[src/rtl/histogram_pkg.sv]
// Shared types and defaults for the histogram dataflow control slice.
package histogram_pkg;

   localparam int unsigned ITER_W_DEFAULT = 16;

   typedef enum logic [1:0] {
      StIdle,
      StRun,
      StDone
   } ctrl_state_e;

endpackage

[src/rtl/pingpong_bank_tracker.sv]
// Full/empty bookkeeping for the two ping-pong histogram banks plus the
// producer (write) and consumer (read) bank pointers.
module pingpong_bank_tracker (
   input  logic       ap_clk,
   input  logic       ap_rst_n,
   input  logic       clear,
   input  logic       set_fire,
   input  logic       clr_fire,
   output logic       prod_bank,
   output logic       cons_bank,
   output logic       prod_ok,
   output logic       cons_ok,
   output logic [1:0] bank_full
);

   logic [1:0] full_q, full_d;
   logic       prod_bank_q, prod_bank_d;
   logic       cons_bank_q, cons_bank_d;

   // Next-state: producer completion fills its bank, consumer completion drains its bank.
   // Both may fire in one cycle; they always address different banks.
   always_comb begin
      full_d      = full_q;
      prod_bank_d = prod_bank_q;
      cons_bank_d = cons_bank_q;
      if (clear) begin
         full_d      = 2'b00;
         prod_bank_d = 1'b0;
         cons_bank_d = 1'b0;
      end else begin
         if (set_fire) begin
            full_d[prod_bank_q] = 1'b1;
            prod_bank_d         = ~prod_bank_q;
         end
         if (clr_fire) begin
            full_d[cons_bank_q] = 1'b0;
            cons_bank_d         = ~cons_bank_q;
         end
      end
   end

   // Flag and pointer registers.
   always_ff @(posedge ap_clk or negedge ap_rst_n) begin
      if (!ap_rst_n) begin
         full_q      <= 2'b00;
         prod_bank_q <= 1'b0;
         cons_bank_q <= 1'b0;
      end else begin
         full_q      <= full_d;
         prod_bank_q <= prod_bank_d;
         cons_bank_q <= cons_bank_d;
      end
   end

   assign prod_bank = prod_bank_q;
   assign cons_bank = cons_bank_q;
   assign prod_ok   = ~full_q[prod_bank_q];
   assign cons_ok   = full_q[cons_bank_q];
   assign bank_full = full_q;

endmodule

[src/rtl/histogram_pingpong_ctrl.sv]
// Sequences the map (producer) and reduce (consumer) stages over two
// ping-pong histogram banks behind an ap_ctrl_hs top-level handshake.
module histogram_pingpong_ctrl
   import histogram_pkg::*;
#(
   parameter int unsigned ITER_W = ITER_W_DEFAULT
) (
   input  logic              ap_clk,
   input  logic              ap_rst_n,
   input  logic              ap_start,
   input  logic [ITER_W-1:0] num_frames,
   output logic              ap_done,
   output logic              ap_ready,
   output logic              ap_idle,
   output logic              prod_start,
   input  logic              prod_done,
   output logic              prod_continue,
   output logic              prod_bank,
   output logic              cons_start,
   input  logic              cons_done,
   output logic              cons_continue,
   output logic              cons_bank,
   output logic [1:0]        bank_full
);

   ctrl_state_e       state_q, state_d;
   logic [ITER_W-1:0] frames_q, prod_cnt_q, cons_cnt_q;
   logic              prod_start_q, cons_start_q;
   logic              start_acc, prod_fire, cons_fire;
   logic              prod_ok, cons_ok, prod_launch, cons_launch;

   assign start_acc   = (state_q == StIdle) & ap_start;
   // A done only counts while its start is held; stray dones are just echoed.
   assign prod_fire   = prod_start_q & prod_done;
   assign cons_fire   = cons_start_q & cons_done;
   assign prod_launch = (state_q == StRun) & ~prod_start_q & prod_ok & (prod_cnt_q < frames_q);
   assign cons_launch = (state_q == StRun) & ~cons_start_q & cons_ok;

   pingpong_bank_tracker u_tracker (
      .ap_clk    (ap_clk),
      .ap_rst_n  (ap_rst_n),
      .clear     (start_acc),
      .set_fire  (prod_fire),
      .clr_fire  (cons_fire),
      .prod_bank (prod_bank),
      .cons_bank (cons_bank),
      .prod_ok   (prod_ok),
      .cons_ok   (cons_ok),
      .bank_full (bank_full)
   );

   // FSM state register.
   always_ff @(posedge ap_clk or negedge ap_rst_n) begin
      if (!ap_rst_n) state_q <= StIdle;
      else           state_q <= state_d;
   end

   // FSM next state: run ends once every frame has been consumed.
   always_comb begin
      state_d = state_q;
      unique case (state_q)
         StIdle:  if (ap_start) state_d = StRun;
         StRun:   if (cons_cnt_q == frames_q) state_d = StDone;
         StDone:  state_d = StIdle;
         default: state_d = StIdle;
      endcase
   end

   // FSM outputs for the top-level handshake.
   always_comb begin
      ap_done  = (state_q == StDone);
      ap_ready = (state_q == StDone);
      ap_idle  = (state_q == StIdle) & ~ap_start;
   end

   // Frame budget and per-stage completion counters.
   always_ff @(posedge ap_clk or negedge ap_rst_n) begin
      if (!ap_rst_n) begin
         frames_q   <= '0;
         prod_cnt_q <= '0;
         cons_cnt_q <= '0;
      end else if (start_acc) begin
         frames_q   <= num_frames;
         prod_cnt_q <= '0;
         cons_cnt_q <= '0;
      end else begin
         if (prod_fire) prod_cnt_q <= prod_cnt_q + ITER_W'(1);
         if (cons_fire) cons_cnt_q <= cons_cnt_q + ITER_W'(1);
      end
   end

   // Stage start registers: held from launch until the stage reports done.
   always_ff @(posedge ap_clk or negedge ap_rst_n) begin
      if (!ap_rst_n) begin
         prod_start_q <= 1'b0;
         cons_start_q <= 1'b0;
      end else if (start_acc) begin
         prod_start_q <= 1'b0;
         cons_start_q <= 1'b0;
      end else begin
         if (prod_fire)        prod_start_q <= 1'b0;
         else if (prod_launch) prod_start_q <= 1'b1;
         if (cons_fire)        cons_start_q <= 1'b0;
         else if (cons_launch) cons_start_q <= 1'b1;
      end
   end

   assign prod_start    = prod_start_q;
   assign cons_start    = cons_start_q;
   // Continue mirrors done so the stages never latch a done.
   assign prod_continue = prod_done;
   assign cons_continue = cons_done;

endmodule

[config.mk]
export PLATFORM = sky130hd
export DESIGN_NAME = histogram_pingpong_ctrl
export DESIGN_NICKNAME = d
export VERILOG_FILES = /design/src/rtl/histogram_pkg.sv /design/src/rtl/pingpong_bank_tracker.sv /design/src/rtl/histogram_pingpong_ctrl.sv
export SDC_FILE = /design/constraint.sdc
export NUM_CORES = 1
export LEC_CHECK = 0
export BUFFER_PORTS_ARGS = -buffer_cell sky130_fd_sc_hd__buf_2
export CAP_MARGIN = 20
export CORE_ASPECT_RATIO = 1.25
export CORE_MARGIN = 4
export CORE_UTILIZATION = 63
export DETAILED_ROUTE_END_ITERATION = 6
export MAX_ROUTING_LAYER = met4
export PLACE_DENSITY_LB_ADDON = 0.25
export SLEW_MARGIN = 20
export SYNTH_ARGS = -nofsm -noshare
export SYNTH_HDL_FRONTEND = slang
export SYNTH_SLANG_ARGS = --single-unit
export TNS_END_PERCENT = 1
[constraint.sdc]
create_clock -name ap_clk -period 4.85 [get_ports ap_clk]
set_input_delay 0.2425 -clock ap_clk [delete_from_list [all_inputs] [get_ports ap_clk]]
set_output_delay 0.2425 -clock ap_clk [all_outputs]
set_load 0.01 [all_outputs]
# Word level (Yosys, flattened, before mapping)
# Index checks and enable logic that the tools add are counted.
dict set report op_classes {
  addsub 2
  magnitude_cmp 5
  n_eq_ne 5
  mux 29
  bitwise_logic 18
  n_reduce_logical 8
}
# cell count
set op_table {}
lappend op_table {{$mux 16} 4}
lappend op_table {{$add 16x1->16 const B} 2}
lappend op_table {{$eq 16x16->1} 1}
lappend op_table {{$lt 16x16->1} 1}
lappend op_table {{$mux 1} 16}
lappend op_table {{$mux 2} 6}
lappend op_table {{$and 1x1->1} 9}
lappend op_table {{$not 1->1} 6}
lappend op_table {{$reduce_bool 3->1} 2}
lappend op_table {{$lt 1x2->1 const B} 2}
lappend op_table {{$pmux 2 s2} 1}
lappend op_table {{$reduce_bool 2->1} 2}
lappend op_table {{$and 2x2->2} 1}
lappend op_table {{$demux 1 s1} 2}
lappend op_table {{$eq 2x1->1 const B} 1}
lappend op_table {{$eq 2x2->1 const B} 1}
lappend op_table {{$ge 1x1->1 const B} 2}
lappend op_table {{$logic_and 1x1->1} 2}
lappend op_table {{$logic_not 2->1} 1}
lappend op_table {{$ne 2x1->1 const B} 1}
lappend op_table {{$ne 2x2->1 const B} 1}
lappend op_table {{$not 2->2} 1}
lappend op_table {{$or 2x2->2} 1}
lappend op_table {{$reduce_and 2->1} 1}
dict set report word_totals {
  ff_bits 56
  word_cells 76
}

# Logic depth before layout (Yosys ltp)
# Gate-level depths: netlist of run 1.
dict set report logic_depth {
  ltp_word 10
  depth_mapped 6
  depth_no_buf 6
}

# Hierarchy
# Synthesis of run 1 repeated with hierarchy kept, for this count alone.
dict set report unflattened {
  cells_unflattened 334
  area_unflattened_um2 3098.0
}
# mod n_inst cells_per_inst area_each_um2
set modules_own_cells {}
lappend modules_own_cells {histogram_pingpong_ctrl 1 317 2914.0}
lappend modules_own_cells {pingpong_bank_tracker 1 17 183.9}

# Least setup slack after synthesis of run 1
# Ideal clock, no wire load.
dict set report synth_path {
  path_type {register -> register}
  from {register cons_start_q (netlist: cons_start)}
  to {register cons_cnt_q[15]}
  t_arrival_ns 1.598
  slack_ns 3.179
  path_stages_with_launch 6
  synth_period_minus_slack_ns 1.671
  cell_sequence {dfrtp_1 -> buf_4 -> nand3_2 -> or3_4 -> or4_4 -> a21oi_2}
}
dict set report synth_via {
  elab_chain_cells 2
}
# item line
set synth_lines {}
lappend synth_lines {{start: declaration} histogram_pingpong_ctrl.sv:28} ;# logic prod_start_q, cons_start_q;
lappend synth_lines {{start signal: assignment} histogram_pingpong_ctrl.sv:96} ;# cons_start_q <= 1'b0;
lappend synth_lines {{start signal: assignment} histogram_pingpong_ctrl.sv:99} ;# cons_start_q <= 1'b0;
lappend synth_lines {{start signal: assignment} histogram_pingpong_ctrl.sv:103} ;# if (cons_fire) cons_start_q <= 1'b0;
lappend synth_lines {{$and 1x1->1} histogram_pingpong_ctrl.sv:35} ;# assign cons_fire = cons_start_q & cons_done;
lappend synth_lines {{$reduce_bool 2->1 (no line)} --}
lappend synth_lines {{end signal: assignment} histogram_pingpong_ctrl.sv:88} ;# if (cons_fire) cons_cnt_q <= cons_cnt_q + ITER_W'(1);
lappend synth_lines {{end: declaration} histogram_pingpong_ctrl.sv:27} ;# logic [ITER_W-1:0] frames_q, prod_cnt_q, cons_cnt_q;
# No other way between the ends.
# A chain may end at the register's enable or synchronous reset.

# Worst setup path after layout of run 1
# Same ends and word-level chain as after synthesis.

==> results of run 1 <==
-- routing by layer --
layer | part of all wire | up-vias | track usage
met5 | 0 | - | -
met4 | 0.027 | 0 | 0.0872
met3 | 0.026 | 19 | 0.0336
met2 | 0.52 | 55 | 0.416
met1 | 0.43 | 1169 | 0.291
li1 | - | 1202 | -
-- layout by cell type, fill, tap and decap left out, types with 3 or more instances in the layout --
master and n:
dfrtp_1 56, nand2_1 40, buf_2 31, nor2_1 29, xor2_1 28, o21ai_0 21, inv_1 18, ha_1 17
a21oi_1 14, nand4_1 14, nor4_1 11, nand3_1 10, xnor2_1 9, nor3_1 5, or3_1 5, clkbuf_8 5
and4_1 3, o31ai_1 3, a21o_1 3
-- area by class of cell --
| type | count | area [um2] |
|---|---|---|
| Multi-Input combinational cell | 241 | 1560 |
| Sequential cell | 56 | 1400 |
| Fill cell | 395 | 1380 |
| Timing Repair Buffer | 33 | 170 |
| Tap cell | 60 | 75.1 |
| Clock buffer | 5 | 68.8 |
| Inverter | 18 | 67.6 |
| Clock inverter | 3 | 42.5 |
-- sequential cells by signal, summed over array words and instances (netlist names) --
register             cells
cons_cnt_q              16
state_q                  2
cons_start               1
frames_q                16
u_tracker.prod_bank      1
prod_start               1
prod_cnt_q              16
u_tracker.cons_bank      1
u_tracker.bank_full      2
-- cells by family (layout without fill, tap and decap cells) --
family | count (synthesis) | after routing | synth area share
AND/OR/NAND/NOR | 133 | 133 | 0.219
flip-flops | 56 | 56 | 0.450
AO/OA/AOI/OAI | 52 | 52 | 0.102
XOR/XNOR | 37 | 37 | 0.104
buffers and inverters | 31 | 59 | 0.0506
adder cells (fa/ha/maj) | 17 | 17 | 0.0683
multiplexers | 2 | 2 | 0.00643
-- worst max path at each step --
stage,startpoint,to
after global routing,cons_start,cons_cnt_q[15]
final,cons_start,cons_cnt_q[15]
after detailed placement,cons_start,cons_cnt_q[15]
after global placement,cons_start,cons_cnt_q[15]
after CTS,cons_start,cons_cnt_q[15]
after floorplan,cons_start,cons_cnt_q[15]
-- power by group --
group          total, mW  switching [mW]  internal (mW)
registers          0.744           0.150          0.594
clock network      0.305           0.152          0.153
logic              0.559           0.325          0.234
total               1.61           0.627          0.981
-- critical path: stages, from the launching register on --
cell,delay (ns)
dfrtp_1,0.52
nand3_2,0.19
or3_4,0.44
or4_4,0.42
a21oi_2,0.14
-- through the flow --
stage	worst slack (ns)	utilization	area [um2]
finish	3.06	0.710	3380
global route	2.96	0.710	3380
CTS	3.08	0.710	3380
detailed placement	3.11	0.687	3270
global placement	3.16	0.687	3270
floorplan	3.18	-	3110
==> results.ini, run 1 <==
[sta]
final_max_slew_viol_count = 0
clock-skew-final_ns = 0.00773
report.final.hold_viol_count = 0
post-route-period-util = 0.368
whs_ns = 0.0474
min_period_ns = 1.79
slew_at_the_pin_with_the_worst_max_slew_slack_ns = 0.706
achievable-frequency_mhz = 560
fin_setup_tns_ns = 0
finalSetupViolations = 0
rsz0062_at_grt = false
relSlewSlack = 0.529

[yosys]
synth_top_area_frac = 0.450
synth_ff_type = dfrtp_1
synthTopCellsByArea = dfrtp_1 (45%), xor2_1 (7.9%), ha_1 (6.8%)
synth_enable_flop_cells = 0
synth-async-reset-ratio = 1.00
syn-cell-area_um2 = 3110
synth_nets = 366
postSynthCellCount = 328
yosys.cell_count.top_type = dfrtp_1
synth_sequential_area_ratio = 0.450
synth_area_per_cell_um2 = 9.49
synthTopCellsByCount = dfrtp_1 (56), nand2_1 (40), nor2_1 (29), xor2_1 (28), o21ai_0 (21)
post_synth_num_cell_types = 45
synth_seq_cells = 56
synth_top_area_cell = dfrtp_1
synth-warning-count = 0

[pwr]
leakage_nw = 1.62
total_power_mw = 1.61
vdd_drop_max_v = 0.000331
power.density_nw_per_um2 = 475

[clocking]
cts.sinks = 56
tritoncts_clock_tree = built
holdBufCountCts = 0
numCtsBuffers = 5
clk_latency_ns = 0.31
cts-root-buf = clkbuf_8
worst_setup_hold_path_clk_slew_ns = 0.10
postCtsResizedCells = 0
h_tree_levels = 2
cts_setup_buffers = 0
clock_path_buffers = 2

[run]
drv_cap = 0

[drt]
wire_per_inst_um = 16.1
drt_first_pass_iters = 4
drc = 0
post_drt_via_cell_ratio = 5.88
final_antenna_net_count = 0
number_of_design_rule_violations_left_by_the_first_detailed_router_iteration = 108
wl_mm = 6.69
total_via_count_after_detailed_routing = 2445

[finish]
design.final.nets = 393
drive_gt1_frac = 0.152
post_route_insts_no_fill = 416
antennaDiodeCount = 0
area_grow_syn2layout_pct = 8.72

[setup_path]
reg_to_reg_setup_timing_slack_ns = 3.06
timing.critical_path.from_type = flop
cp_max_fo = 9
worst_r2r_path_depth = 4
cp.required_ns = 5.09
worstReg2RegEnd = cons_cnt_q[15]
timing.setup.critical_path_class = flop to flop
r2r_start = cons_start
timing.critical_path.to_type = flop
worst_ep_arrival_time_ns = 2.03

[placement]
place.detailed.instances = 408
dp_hpwl_mm = 4.75
gp_congestion = 0.798
port-buffer-count = 31

[min_path]
worst_hold_path_type = input pin to async pin

[floorplan]
design.core.area_um2 = 4760
die_area_um2 = 6140
io_pins = 32
dieHeight_um = 86.6
placement_rows = 28
floorplan.die.width_um = 70.9
floorplan.initialDensity = 0.653

[global_routing]
grt_antenna_before_repair = 0
grt_start_max_net_pins = 70
via_count_of_the_first_global_routing_pass = 2415
global_route.overflow_total = 0
grt_pass1_wl_mm = 11.3
grt_usage = 0.242

[status]
outcome = complete, no violations

(Power assumes the default switching activity.)
==> run 2: changes to the inputs <==
--- a/config.mk
+++ b/config.mk
@@ -9,7 +9,7 @@
 export CAP_MARGIN = 20
 export CORE_ASPECT_RATIO = 1.25
 export CORE_MARGIN = 4
-export CORE_UTILIZATION = 63
+export CORE_UTILIZATION = 59
 export DETAILED_ROUTE_END_ITERATION = 6
 export MAX_ROUTING_LAYER = met4
 export PLACE_DENSITY_LB_ADDON = 0.25
==> constraint.sdc (replaced) <==
create_clock -name ap_clk -period 1.8 [get_ports ap_clk]
set_input_delay 0.09 -clock ap_clk [delete_from_list [all_inputs] [get_ports ap_clk]]
set_output_delay 0.09 -clock ap_clk [all_outputs]
set_load 0.01 [all_outputs]
==> results.ini, run 2 (same netlist as run 1, synthesis figures left out) <==
[placement]
gp_congestion = 0.799  ; +0.14%
pre_cts_slack_ns = 0.128  ; -2.98 ns
dp_hpwl_mm = 4.90  ; +3.2%
port-buffer-count = 31  ; unchanged

[setup_path]
cp_max_fo = 8  ; -1
timing.critical_path.from_type = flop
cp.required_ns = 2.05  ; -3.04 ns
timing.critical_path.to_type = flop
reg_to_reg_setup_timing_slack_ns = 0.11  ; -2.96 ns
worst_ep_arrival_time_ns = 1.94  ; -0.09 ns
timing.setup.critical_path_class = flop to flop

[min_path]
worst_hold_path_type = input pin to flop

[global_routing]
grt_usage = 0.242  ; -0.000483
grt_pass1_wl_mm = 11.5  ; +1.8%
grt_start_max_net_pins = 70  ; unchanged
grt_antenna_before_repair = 0  ; unchanged
via_count_of_the_first_global_routing_pass = 2434  ; +0.79%
global_route.overflow_total = 0  ; unchanged

[pwr]
clkPwrFrac = 0.191  ; about the same
switching_power_summed_over_all_nets_mw = 1.72  ; +170%
vdd_drop_max_v = 0.000891  ; +170%
p_int_mw = 2.73  ; +180%
fraction_of_power_consumed_by_combinational_cells = 0.362  ; +0.014
swShare = 0.387  ; -0.00291
power.density_nw_per_um2 = 1220  ; +160%
power_frac_seq = 0.447  ; -0.016
leakage_nw = 1.73  ; +6.6%

[finish]
antennaDiodeCount = 0  ; unchanged
area_grow_syn2layout_pct = 16.6
design.final.nets = 415  ; +5.6%
drive_gt1_frac = 0.161  ; +0.00969
most_frequent_standard_cell_in_the_layout_excluding_fill_and_tap_cells = dfrtp_1
commonest_non_fill_non_tap_cells_in_the_layout = dfrtp_1 (56), nand2_1 (40), buf_2 (31)
top_regs = cons_cnt_q (16), frames_q (16), prod_cnt_q (16)

[floorplan]
dieHeight_um = 89.2  ; +3.0%
placement_rows = 29  ; +3.6%
design.core.area_um2 = 5080  ; +6.6%
die_area_um2 = 6510  ; +6.1%
floorplan.initialDensity = 0.613  ; -0.0406
floorplan.die.width_um = 73.0  ; +3.0%
io_pins = 32  ; unchanged

[drt]
total_via_count_after_detailed_routing = 2500  ; +2.2%
met3WireLength_um = 217  ; +27%
final_antenna_net_count = 0  ; unchanged
detail_route.wirelength.met1_mm = 2.99  ; +3.4%
drt_first_pass_iters = 4  ; unchanged
routed-wl-met2_mm = 3.55  ; +2.8%
drc = 0  ; unchanged
wl_mm = 6.88  ; +2.9%
number_of_design_rule_violations_left_by_the_first_detailed_router_iteration = 195  ; +81%
maxUsedRoutingLayer = met4
post_drt_via_cell_ratio = 5.68  ; -3.3%
wire_per_inst_um = 15.6  ; -2.8%

[sta]
rsz0062_at_grt = false
slew_at_the_pin_with_the_worst_max_slew_slack_ns = 0.489  ; -0.218 ns
fin_setup_tns_ns = 0  ; unchanged
report.final.hold_viol_count = 0  ; unchanged
clock-skew-final_ns = 0.0104  ; +0.00264 ns
finalSetupViolations = 0  ; unchanged
final_max_slew_viol_count = 0  ; unchanged
setup_slack_ns = 0.110  ; -2.96 ns
post-route-period-util = 0.939  ; +0.571
relSlewSlack = 0.671  ; +0.142
achievable-frequency_mhz = 592  ; +5.6%
min_period_ns = 1.69  ; -0.0949 ns

[clocking]
clk_latency_ns = 0.32  ; about the same
worst_setup_hold_path_clk_slew_ns = 0.11  ; about the same
cts-root-buf = clkbuf_8
h_tree_levels = 2  ; unchanged
cts_setup_buffers = 0  ; unchanged
numCtsBuffers = 5  ; unchanged
cts.sinks = 56  ; unchanged
clock_path_buffers = 2  ; unchanged
tritoncts_clock_tree = built

[status]
outcome = complete, no violations

[run]
drv_cap = 0  ; unchanged

[run 2: changes by cell type in the layout (fill, tap and decap cells not counted), moves of 2 or more]
cell and change:
clkinv_4 +2, buf_4 +4, dlygate4sd3_1 +16, buf_12 +2
[run 2: through the flow]
| stage | hold WS, ns | std cells | instance area, um2 | utilization | power, mW |
|---|---|---|---|---|---|
| after floorplan | -0.206 | 328 | 3110 | - | 3.07 |
| after global placement | 0.0589 | 416 | 3350 | 0.659 | 3.50 |
| after detailed placement | 0.0590 | 416 | 3350 | 0.659 | 3.57 |
| after CTS | 0.0166 | 440 | 3620 | 0.713 | 4.45 |
| after global routing | 0.0253 | 440 | 3630 | 0.715 | 4.79 |
| final | 0.0137 | 440 | 3630 | 0.715 | 4.45 |
[run 2: cell type report]
class                   instances  area, um2
multi-input cells             241       1570
flip-flops and latches         56       1400
fillers                       386       1450
repair buffers                 55        400
inverters                      18       67.6
clock buffers                   5       68.8
well taps                      62       77.6
clock inverters                 3       47.5
[run 2: path summary, 6_finish.rpt]
kind                                 from        endpoint  cells past startpoint
setup / recovery            cons_cnt_q[3]  cons_cnt_q[15]                      4
hold / removal             num_frames[15]    frames_q[15]                      3
setup reg to reg            cons_cnt_q[3]  cons_cnt_q[15]                      4
hold reg to reg            prod_cnt_q[15]  prod_cnt_q[15]                      2
max in group asynchronous        ap_rst_n    frames_q[11]                      3
min in group asynchronous        ap_rst_n   cons_cnt_q[3]                      2
[run 2: power by group through the flow]
stage          Clock, mW  Combinational (mW)  Sequential (mW)
3_5_place_dp           0                1.56             2.01
3_3_place_gp           0                1.50             2.00
2_1_floorplan          0                1.15             1.92
4_1_cts            0.870                1.60             1.98
5_1_grt            0.919                1.84             2.03
6_report           0.851                1.61             1.99
[run 2: critical path, cell delays in order, from the launching register on]
cell	delay, ns
dfrtp_1	0.48
nand4_2	0.16
or3_4	0.42
or4_4	0.42
a21oi_2	0.14
[run 2: repair_timing]
action | 4_1_cts | 5_1_grt
endpoints found under the hold margin | 32 | 0
resized for setup | 0 | 2
hold buffers | 16 | 0
setup endpoints to repair | 0 | 1
[run 2: layer usage]
metal  vias to the layer above  track usage
met5                         -            -
met4                         0       0.0906
met3                         9       0.0394
met2                        45        0.399
met1                      1205        0.299
li1                       1241            -
==> run 3: changes to the inputs <==
--- a/config.mk
+++ b/config.mk
@@ -12,7 +12,7 @@
 export CORE_UTILIZATION = 59
 export DETAILED_ROUTE_END_ITERATION = 6
 export MAX_ROUTING_LAYER = met4
-export PLACE_DENSITY_LB_ADDON = 0.25
+export PLACE_DENSITY = 0.8
 export SLEW_MARGIN = 20
 export SYNTH_ARGS = -nofsm -noshare
 export SYNTH_HDL_FRONTEND = slang
==> results.ini, run 3 (same netlist as run 1, synthesis figures left out) <==
[status]
outcome = complete, no violations

[clocking]
tritoncts_clock_tree = built
numCtsBuffers = 5  ; unchanged
cts.sinks = 56  ; unchanged
clock_path_buffers = 2  ; unchanged
cts-root-buf = clkbuf_8
h_tree_levels = 2  ; unchanged
worst_setup_hold_path_clk_slew_ns = 0.11  ; about the same
clk_latency_ns = 0.32  ; about the same

[min_path]
worst_hold_path_type = input pin to flop
whs_path_depth = 3  ; unchanged
min_delay_worst_endpoint = frames_q[6]
timing.hold.worst.start = num_frames[6]

[placement]
placedInstanceArea_um2 = 3350  ; unchanged
place.detailed.instances = 416  ; unchanged
pre_cts_slack_ns = 0.0218  ; -0.106 ns
dp_hpwl_mm = 4.98  ; +1.5%
gp_congestion = 0.813  ; +1.8%
port-buffer-count = 31  ; unchanged

[sta]
post-route-period-util = 0.952  ; +0.0127
report.final.hold_viol_count = 0  ; unchanged
final_max_slew_viol_count = 0  ; unchanged
finalSetupViolations = 0  ; unchanged
relSlewSlack = 0.647  ; -0.0243
slew_at_the_pin_with_the_worst_max_slew_slack_ns = 0.530  ; +0.0409 ns
setup_slack_ns = 0.0870  ; -0.0229 ns
min_period_ns = 1.71  ; +0.0229 ns
achievable-frequency_mhz = 584  ; -1.3%
fin_setup_tns_ns = 0  ; unchanged
clock-skew-final_ns = 0.0120  ; +0.00165 ns
whs_ns = 0.00789  ; -0.00584 ns
rsz0062_at_grt = true

[drt]
drc = 0  ; unchanged
drt_first_pass_iters = 4  ; unchanged
wire_per_inst_um = 16.2  ; +3.4%
number_of_design_rule_violations_left_by_the_first_detailed_router_iteration = 177  ; -9.2%
wl_mm = 7.09  ; +3.1%
total_via_count_after_detailed_routing = 2557  ; +2.3%
post_drt_via_cell_ratio = 5.82  ; +2.5%
final_antenna_net_count = 0  ; unchanged

[setup_path]
timing.setup.critical_path_class = flop to flop
worst_ep_arrival_time_ns = 1.94  ; about the same
number_of_buffers_and_inverters_on_the_critical_path = 1  ; +1
cp_max_fo = 3  ; -5
worstReg2RegEnd = prod_start
r2r_start = frames_q[15]
timing.critical_path.to_type = flop
cp.required_ns = 2.03  ; -0.02 ns
critical_path.cell_chain = inv_1, ha_1, a22o_1, nor4_2, o2111ai_1, o31ai_1
cpMaxStageDelayCell = dfrtp_1
crit_path_leading_delay_family = compound AO/OA/AOI/OAI gates
reg_to_reg_setup_timing_slack_ns = 0.09  ; -0.02 ns
max_stage_delay_ns = 0.38  ; -0.10 ns
timing.critical_path.from_type = flop
worst_r2r_path_depth = 6  ; +2

[finish]
top_regs = cons_cnt_q (16), frames_q (16), prod_cnt_q (16)
antennaDiodeCount = 0  ; unchanged
post_route_insts_no_fill = 439  ; -0.23%
multi_input_comb_area_um2 = 1580  ; +1.1%
total_non_filler_cell_area_in_the_finished_layout_um2 = 3610  ; -0.41%
filler_cell_count = 378  ; -2.1%
design.final.nets = 414  ; -0.24%
area.sequential_um2 = 1400  ; unchanged
area_grow_syn2layout_pct = 16.1
most_frequent_standard_cell_in_the_layout_excluding_fill_and_tap_cells = dfrtp_1
drive_gt1_frac = 0.172  ; +0.0110
commonest_non_fill_non_tap_cells_in_the_layout = dfrtp_1 (56), nand2_1 (40), buf_2 (31)

[pwr]
leakage_nw = 1.72  ; -0.68%
vdd_drop_max_v = 0.000836  ; -6.2%
power.density_nw_per_um2 = 1220  ; -0.51%

[floorplan]
floorplan.die.width_um = 73.0  ; unchanged
die_area_um2 = 6510  ; unchanged
placement_rows = 29  ; unchanged
io_pins = 32  ; unchanged
dieHeight_um = 89.2  ; unchanged
floorplan.initialDensity = 0.613  ; unchanged
design.core.area_um2 = 5080  ; unchanged

[global_routing]
grt_antenna_before_repair = 0  ; unchanged
grt_pass1_wl_mm = 11.9  ; +3.3%
global_route.overflow_total = 0  ; unchanged
grt_start_max_net_pins = 70  ; unchanged
grt_usage = 0.245  ; +0.00342
via_count_of_the_first_global_routing_pass = 2557  ; +5.1%

[run]
drv_cap = 0  ; unchanged

==> run 3: changes by cell type in the layout (fill, tap and decap cells not counted), sizes merged <==
cell         change
bufinv           -1
dlygate4sd3      -2
buf              +1
inv              +1
clkinv           -1
clkinvlp         +1
==> run 3: per-stage QoR <==
| step | power (mW) | utilization |
|---|---|---|
| after floorplan | 3.07 | - |
| after global placement | 3.49 | 0.659 |
| after detailed placement | 3.57 | 0.659 |
| after CTS | 4.35 | 0.705 |
| after global routing | 4.74 | 0.712 |
| final | 4.40 | 0.712 |
==> run 3: worst max path at each step <==
stage | start | end | slack (ns) | cells after the start
CTS | prod_cnt_q[1] | prod_start | 0.03 | 4
global route | frames_q[15] | prod_start | 0.002 | 6
detailed placement | prod_cnt_q[1] | prod_start | 0.02 | 4
global placement | cons_cnt_q[3] | cons_cnt_q[15] | 0.18 | 4
finish | frames_q[15] | prod_start | 0.09 | 6
floorplan | cons_start | cons_cnt_q[15] | 0.13 | 5
==> run 3: layout make-up <==
class                           instances  area share
Timing Repair Buffer                   54       0.107
Sequential cell                        56       0.388
Inverter                               18      0.0187
Multi-Input combinational cell        241       0.438
Tap cell                               62      0.0215
Clock buffer                            5      0.0190
Clock inverter                          3     0.00762
==> run 3: layer usage <==
layer / up-vias / global-route usage / routed length (um)
met1: 1258 / 0.306 / 3020
met4: 0 / 0.0990 / 177
met3: 12 / 0.0326 / 225
met5: - / - / 0
li1: 1239 / - / -
met2: 48 / 0.403 / 3670
==> run 3: worst reg2reg max path, cell delays in order, from the launching register on <==
cell and delay (ns):
dfrtp_1 0.38, inv_1 0.06, ha_1 0.34, a22o_1 0.21, nor4_2 0.18, o2111ai_1 0.16
o31ai_1 0.29
==> run 3: timing repair <==
action | in CTS | in global routing
hold buffers | 14 | 0
hold endpoints to repair | 34 | 0
setup endpoints to repair | 0 | 2
setup buffers | 0 | 1
resized for setup | 0 | 5
==> run 3: where the power goes <==
part | switching, mW | internal [mW]
clock | 0.449 | 0.287
combinational | 0.949 | 0.730
sequential | 0.392 | 1.60
total | 1.79 | 2.61
